File: src/rtl/mac_signed_pkg.sv
// Shared helpers for the signed MAC pipeline: accumulator and beat-counter
// widths plus signed saturation (used when MAC_SIGNED_SATURATE_EN is defined).
package mac_signed_pkg;

  // Widest value the saturation helper handles; callers extend into it.
  localparam int SAT_W = 64;

  function automatic int acc_width(input int prec_width, input int acc_len);
    return 2 * prec_width + $clog2(acc_len) + 1;
  endfunction

  function automatic int cnt_width(input int acc_len);
    return $clog2(acc_len + 1);
  endfunction

  function automatic logic signed [SAT_W-1:0] saturate(
    input logic signed [SAT_W-1:0] value,
    input int                      out_width
  );
    logic signed [SAT_W-1:0] max_val;
    logic signed [SAT_W-1:0] min_val;
    max_val = (64'sd1 <<< (out_width - 1)) - 64'sd1;
    min_val = -max_val - 64'sd1;
    if (value > max_val) begin
      return max_val;
    end else if (value < min_val) begin
      return min_val;
    end else begin
      return value;
    end
  endfunction

endpackage

File: src/rtl/mac_signed_prod_stage.sv
// Stage 1 of the MAC: selects the operand MSBs, forms the signed product and
// registers it with its valid and last-of-group flags under a hold enable.
module mac_signed_prod_stage #(
  parameter int DATA_IN_WIDTH = 8,
  parameter int PREC_WIDTH    = 4
) (
  input  logic                      clk,
  input  logic                      rst,
  input  logic                      en,
  input  logic                      in_valid,
  input  logic                      in_last,
  input  logic [DATA_IN_WIDTH-1:0]  data_in_1,
  input  logic [DATA_IN_WIDTH-1:0]  data_in_2,
  output logic [2*PREC_WIDTH-1:0]   prod,
  output logic                      prod_valid,
  output logic                      prod_last
);

  logic signed [PREC_WIDTH-1:0]   op_1;
  logic signed [PREC_WIDTH-1:0]   op_2;
  logic signed [2*PREC_WIDTH-1:0] product;
  logic                           unused_low;

  assign op_1    = data_in_1[DATA_IN_WIDTH-1 -: PREC_WIDTH];
  assign op_2    = data_in_2[DATA_IN_WIDTH-1 -: PREC_WIDTH];
  assign product = op_1 * op_2;

  // Low operand bits are intentionally dropped by the precision reduction.
  assign unused_low = ^{data_in_1, data_in_2};

  always_ff @(posedge clk or posedge rst) begin
    if (rst) begin
      prod       <= '0;
      prod_valid <= 1'b0;
      prod_last  <= 1'b0;
    end else if (en) begin
      prod_valid <= in_valid;
      prod_last  <= in_valid & in_last;
      prod       <= in_valid ? product : prod;
    end
  end

endmodule

File: src/rtl/mac_signed_pipe_param.sv
// Two-stage signed multiply-accumulate over groups of ACC_LEN beats.
// Define MAC_SIGNED_SATURATE_EN to clamp results instead of wrapping them.
module mac_signed_pipe_param
  import mac_signed_pkg::*;
#(
  parameter int DATA_IN_WIDTH  = 8,
  parameter int PREC_WIDTH     = 4,
  parameter int DATA_OUT_WIDTH = 8,
  parameter int ACC_LEN        = 4
) (
  input  logic                          clk,
  input  logic                          rst,
  input  logic                          in_valid,
  output logic                          in_ready,
  input  logic [DATA_IN_WIDTH-1:0]      data_in_1,
  input  logic [DATA_IN_WIDTH-1:0]      data_in_2,
  output logic                          out_valid,
  input  logic                          out_ready,
  output logic [DATA_OUT_WIDTH-1:0]     data_out,
  output logic [cnt_width(ACC_LEN)-1:0] beat_cnt
);

  localparam int ACC_W  = acc_width(PREC_WIDTH, ACC_LEN);
  localparam int CNT_W  = cnt_width(ACC_LEN);
  localparam int PROD_W = 2 * PREC_WIDTH;
  localparam logic [CNT_W-1:0] CNT_MAX = CNT_W'(ACC_LEN);
  localparam logic [CNT_W-1:0] CNT_ONE = CNT_W'(1);

  logic                      accept;
  logic [CNT_W-1:0]          cnt_next;
  logic                      beat_last;
  logic [PROD_W-1:0]         prod;
  logic                      prod_valid;
  logic                      prod_last;
  logic signed [ACC_W-1:0]   acc;
  logic signed [ACC_W-1:0]   acc_next;
  logic                      group_open;
  logic [DATA_OUT_WIDTH-1:0] result;

  // A pending result the consumer has not taken freezes the whole pipe.
  assign in_ready = ~(out_valid & ~out_ready);
  assign accept   = in_valid & in_ready;

  always_comb begin
    cnt_next  = (beat_cnt == CNT_MAX) ? CNT_ONE : beat_cnt + CNT_ONE;
    beat_last = (cnt_next == CNT_MAX);
  end

  always_ff @(posedge clk or posedge rst) begin
    if (rst) begin
      beat_cnt <= '0;
    end else if (accept) begin
      beat_cnt <= cnt_next;
    end
  end

  mac_signed_prod_stage #(
    .DATA_IN_WIDTH (DATA_IN_WIDTH),
    .PREC_WIDTH    (PREC_WIDTH)
  ) u_prod_stage (
    .clk        (clk),
    .rst        (rst),
    .en         (in_ready),
    .in_valid   (in_valid),
    .in_last    (beat_last),
    .data_in_1  (data_in_1),
    .data_in_2  (data_in_2),
    .prod       (prod),
    .prod_valid (prod_valid),
    .prod_last  (prod_last)
  );

  always_comb begin
    if (group_open) begin
      acc_next = acc + ACC_W'($signed(prod));
    end else begin
      acc_next = ACC_W'($signed(prod));
    end
`ifdef MAC_SIGNED_SATURATE_EN
    result = DATA_OUT_WIDTH'(saturate(SAT_W'(acc_next), DATA_OUT_WIDTH));
`else
    result = DATA_OUT_WIDTH'(acc_next);
`endif
  end

  // Stage 2: accumulate, publish the group sum on its last beat.
  always_ff @(posedge clk or posedge rst) begin
    if (rst) begin
      acc        <= '0;
      group_open <= 1'b0;
      data_out   <= '0;
      out_valid  <= 1'b0;
    end else if (in_ready) begin
      if (prod_valid) begin
        acc        <= acc_next;
        group_open <= ~prod_last;
      end
      if (prod_valid & prod_last) begin
        data_out  <= result;
        out_valid <= 1'b1;
      end else begin
        out_valid <= 1'b0;
      end
    end
  end

endmodule

File: config.mk
export PLATFORM = sky130hd
export DESIGN_NAME = mac_signed_pipe_param
export DESIGN_NICKNAME = d
export VERILOG_FILES = /design/src/rtl/mac_signed_pkg.sv /design/src/rtl/mac_signed_prod_stage.sv /design/src/rtl/mac_signed_pipe_param.sv
export SDC_FILE = /design/constraint.sdc
export NUM_CORES = 1
export LEC_CHECK = 0
export CAP_MARGIN = 20
export CORE_MARGIN = 4
export CORE_UTILIZATION = 47
export CTS_CLUSTER_DIAMETER = 100
export DETAILED_ROUTE_END_ITERATION = 10
export PLACE_DENSITY = 0.73
export SLEW_MARGIN = 15
export SYNTH_ARGS = -nofsm -noshare
export SYNTH_HDL_FRONTEND = slang
export SYNTH_SLANG_ARGS = --single-unit
File: constraint.sdc
create_clock -name clk -period 2.4 [get_ports clk]
set_input_delay 0.24 -clock clk [delete_from_list [all_inputs] [get_ports clk]]
set_output_delay 0.24 -clock clk [all_outputs]
set_load 0.03 [all_outputs]
======== Word level (Yosys, flattened, before mapping) ========
Index checks and enable logic that the tools add are counted.
storage, ports and cells
  register bits after elaboration ......... 34
  bits of input ports ..................... 20
  output and inout bits ................... 13
  logic and storage cells ................. 26
cells by class
  $add $sub $neg .......................... 2
  multipliers ............................. 1
  equality and inequality tests ........... 2
  mux-type cells .......................... 3
  bitwise gates (word level) .............. 7
  reductions and logical operators ........ 3
operators with widths
  kind                 count
  $add 11x8->11        1
  $mux 11              1
  $mul 4x4->8          1
  $eq 3x3->1 const B   2
  $reduce_and 2->1     3
  $and 1x1->1          4
  $add 3x1->3 const B  1
  $mux 3               1
  $not 1->1            3
  $mux 1               1

======== Logic depth before layout (Yosys ltp) ========
  word-level depth ........................ 4
  mapped depth ............................ 12
  depth with buffers taken out ............ 12

======== Modules after synthesis ========
Synthesis repeated with hierarchy kept, for this count alone.
unflattened totals
  cells, all modules ...................... 241
  area, all modules ....................... 2302.2 µm²
modules (own cells, without submodules)
  module                 times used  cells an instance  area an instance (µm²)  seq. area each (µm²)
  mac_signed_pipe_param  1           152                1375.1                  525.5
  mac_signed_prod_stage  1           89                 927.1                   250.2

======== Worst setup path after synthesis ========
Ideal clock, no wire load.
  path type ............................... in2reg
  from .................................... input data_in_1[4]
  to ...................................... register u_prod_stage.prod[7]
  library setup time ...................... 128 ps
  arrival ................................. 3028 ps
  data required time ...................... 2272 ps
  path slack .............................. -756 ps
  stages on the path ...................... 11
  path buffers ............................ 0
  cell sequence ........................... nand2b_1 > fa_1 > fa_1 > inv_1 > fa_1 > ha_1 > fa_1 > a21o_1 > a21oi_1 > xnor2_1 > o21ai_0
between the ends
  longest elaborated chain between the ends .. 1
ends and longest elaborated chain
  item                  line                         text
  from (decl)           mac_signed_pipe_param.sv:15  input logic [DATA_IN_WIDTH-1:0] data_in_1,
  $mul 4x4->8           mac_signed_prod_stage.sv:26  assign product = op_1 * op_2;
  to (signal assigned)  mac_signed_prod_stage.sv:39  prod <= in_valid ? product : prod;
  to (decl)             mac_signed_prod_stage.sv:14  output logic [2*PREC_WIDTH-1:0] prod,
No other way between the ends.
A chain may end at the register's enable or synchronous reset.

======== Worst setup path in the final report ========
Ends and elaborated chain as after synthesis.

==> summary.md <==
| Metric | Value |
|---|---|
| DRT iter0 DRCs | 64 |
| Via/cell ratio | 5.14 |
| Vias in the first global route | 1633 |
| PwrDens | 1150 nW/um2 |
| CP Capture Type | register |
| Area leader, netlist | dfrtp_1 |
| H-tree Lvls | 2 |
| Final Hold Fails | 0 |
| Initial antenna violation count | 0 |
| Ports | 33 |
| # setup viols final | 4 |
| Most common flop cell mapped by yosys | dfrtp_1 |
| Worst Tran Pin Value | 0.562 ns |
| CTS Buf Count | 5 |
| Later-pin clock latency in the skew report | 0.28 ns |
| Syn-to-layout area delta | 26.0% |
| Detailed placement HPWL | 3200 um |
| GP Congestion | 0.729 |
| Peak VDD IR | 421 uV |
| Via Count | 1649 |
| Clock Tree Root | clkbuf_8 |
| Clk sink count | 31 |
| Nets | 320 |
| Yosys top cell area share | 35.6% |
| Worst Hold Class | input port to async pin |
| Worst Hold Margin | 0.334 ns |
| Crit start category | input port |
| Fraction of layout cells with a size suffix above 1 | 20.4% |
| Slew Viols, Final | 0 |
| Status | finished with violations |
| Critical Path RT | 2.54 ns |
| Worst stage delay on the critical path | 0.56 ns |
| CTS tree | yes |
| Buffers and inverters on the worst path | 2 |
| Worst Path Max Fanout | 2 |
| N_diodes | 0 |
| Die Y | 76.1 um |
| RSZ-0062 raised after global routing | true |
| Worst-path clk slew | 0.06 ns |
| WL/cell | 12.4 um |
| Post-synth top cells | dfrtp_1, nand2_1, ha_1, inv_1, o21ai_0 |
| Placement Setup Slack | -1.16 ns |
| DRT antenna net count | 0 |
| Async set-reset flop share out of synthesis | 100% |
| Crit-path cells | buf_6 -> nand2b_4 -> fa_1 -> fa_1 -> inv_2 -> fa_2 -> ha_4 -> fa_2 -> a21o_1 -> a21oi_2 -> xnor2_1 -> o21ai_1 |
| Inst Count DP | 312 |
| Gr ovfl total | 0 |
| Initial Util | 49.4% |
| Final wirelength | 3990 um |
| First-pass GRT wire length | 7080 um |
| Fin crit period | 2.86 ns |
| Area contributors post-synth | dfrtp_1, ha_1, fa_1, nand2_1, o21ai_0 |
| Largest net degree at the start of global routing | 32 |
| Placeable Area | 4410 um2 |
| Cell count after synthesis | 224 |
| Port buffer count | 24 |
| Mapped Area | 2180 um2 |
| Clock Skew | 0.00336 ns |
| Tot GR Track Use | 14.8% |
| Slowest-stage cell, CP | fa_1 |
| Crit path DAT | 3.00 ns |
| CP delay by family, top | adder cells |
| EDFF count, synth | 0 |
| Relative slew slack | 62.4% |
| Warning count from the yosys run | 0 |
| Drt pass-1 iters | 4 |
| Leakage | 1.36 nW |
| #FFs+latches synth | 31 |
| Crit Path Category | input port to register |
| Post-synth cell types | 39 |
| Drt drc | 0 |
| Reg2Reg Launch Point | u_prod_stage.prod[0] |
| Post-synth net total | 276 |
| Failing checks | negative setup slack |
| Die X-Extent | 76.1 um |
| Post-synthesis sequential area ratio | 35.6% |
| Avg Cell Area, Syn | 9.74 um2 |
| Final clock period utilization by the worst path | 119% |
| Clock buffer depth | 2 |
| Max_cap viols | 0 |
| Final cell count without fillers | 321 |
| Die area | 5800 um2 |
| Max frequency | 349 MHz |
| Worst setup path startpoint | data_in_1[4] |
| Rows | 24 |
| Post-route setup slack | -0.461 ns |
## worst paths after layout
check	end	slack (ns)	cells past startpoint
hold / removal	data_out[4]	0.33	3
max in group asynchronous	u_prod_stage.prod[0]	1.79	3
min in group clk	u_prod_stage.prod[0]	0.34	4
hold reg to reg	data_out[5]	0.47	2
setup / recovery	u_prod_stage.prod[7]	-0.46	12
setup reg to reg	data_out[6]	0.40	9
## registers in the layout, summed over array words and instances, names as in the netlist
register                 count
data_out                     8
beat_cnt                     3
out_valid                    1
group_open                   1
acc                          8
u_prod_stage.prod            8
u_prod_stage.prod_last       1
u_prod_stage.prod_valid      1
## power breakdown
group / internal, W / switching (W) / total, W / leakage (nW)
combinational: 0.000843 / 0.000931 / 0.00177 / 0.927
clock: 0.000261 / 0.000179 / 0.000440 / 0.0515
sequential: 0.000745 / 0.000196 / 0.000941 / 0.378
total: 0.00185 / 0.00131 / 0.00315 / 1.36
## area by class of cell
type | instances | area (um2)
flip-flops and latches | 31 | 776
clock buffers | 8 | 100
fillers | 396 | 1660
multi-input cells | 166 | 1360
inverters | 22 | 82.6
repair buffers | 42 | 367
well taps | 52 | 65.1
## cell families (layout without fill, tap and decap cells)
family | after synthesis | count (layout) | share of synthesized area, %
multiplexers | 11 | 11 | 5.39
buffers and inverters | 27 | 72 | 5.05
flip-flops | 31 | 31 | 35.6
adder cells (fa/ha/maj) | 32 | 32 | 21.8
XOR/XNOR | 11 | 11 | 4.42
AND/OR/NAND/NOR | 64 | 64 | 14.8
AO/OA/AOI/OAI | 48 | 48 | 13.0
## layer usage
| metal | routed length [um] | GRT usage [%] |
|---|---|---|
| met1 | 1760 | 17.6 |
| met2 | 1990 | 25.6 |
| met3 | 165 | 2.72 |
| met4 | 80 | 6.82 |
| met5 | 0 | 0 |
## layout by cell type, fill, tap and decap left out, drive strengths merged, types with 2 or more instances in the layout
| master | count |
|---|---|
| nor2b | 3 |
| nand2b | 3 |
| clkdlybuf4s15 | 2 |
| mux2 | 6 |
| and3 | 2 |
| nand3b | 3 |
| and2 | 9 |
| xor2 | 3 |
| ha | 22 |
| nor3 | 3 |
| dfrtp | 31 |
| o21a | 2 |
| inv | 22 |
| nand3 | 4 |
| fa | 10 |
| clkbuf | 10 |
| xnor2 | 8 |
| buf | 20 |
| nor2 | 4 |
| mux2i | 5 |
| a21o | 2 |
| a21oi | 12 |
| nand2 | 32 |
| o21ai | 22 |
| clkdlybuf4s50 | 17 |
## stage by stage
step                      cell area (um2)  TNS [ns]  total power, W  util (%)
after global routing                 2750     -1.81         0.00345      62.3
after floorplan                      2220     -1.49         0.00221         -
final                                2750     -1.50         0.00315      62.3
after detailed placement             2630     -4.83         0.00271      59.6
after CTS                            2760     -1.92         0.00319      62.5
after global placement               2630     -4.44         0.00264      59.6
## tightest hold or removal path, stage by stage
cell and delay (ns):
clkdlybuf4s50_1 0.40, inv_1 0.05, buf_4 0.34
## timing repair
| item | CTS | global route |
|---|---|---|
| resized for setup | 27 | 3 |
| hold buffers | 0 | 0 |
| setup buffers | 1 | 1 |
| endpoints found under the hold margin | 0 | 0 |
| gates cloned | 0 | 0 |
| setup endpoints to repair | 5 | 5 |
| pin swaps | 14 | 11 |
(Power assumes the default switching activity.)
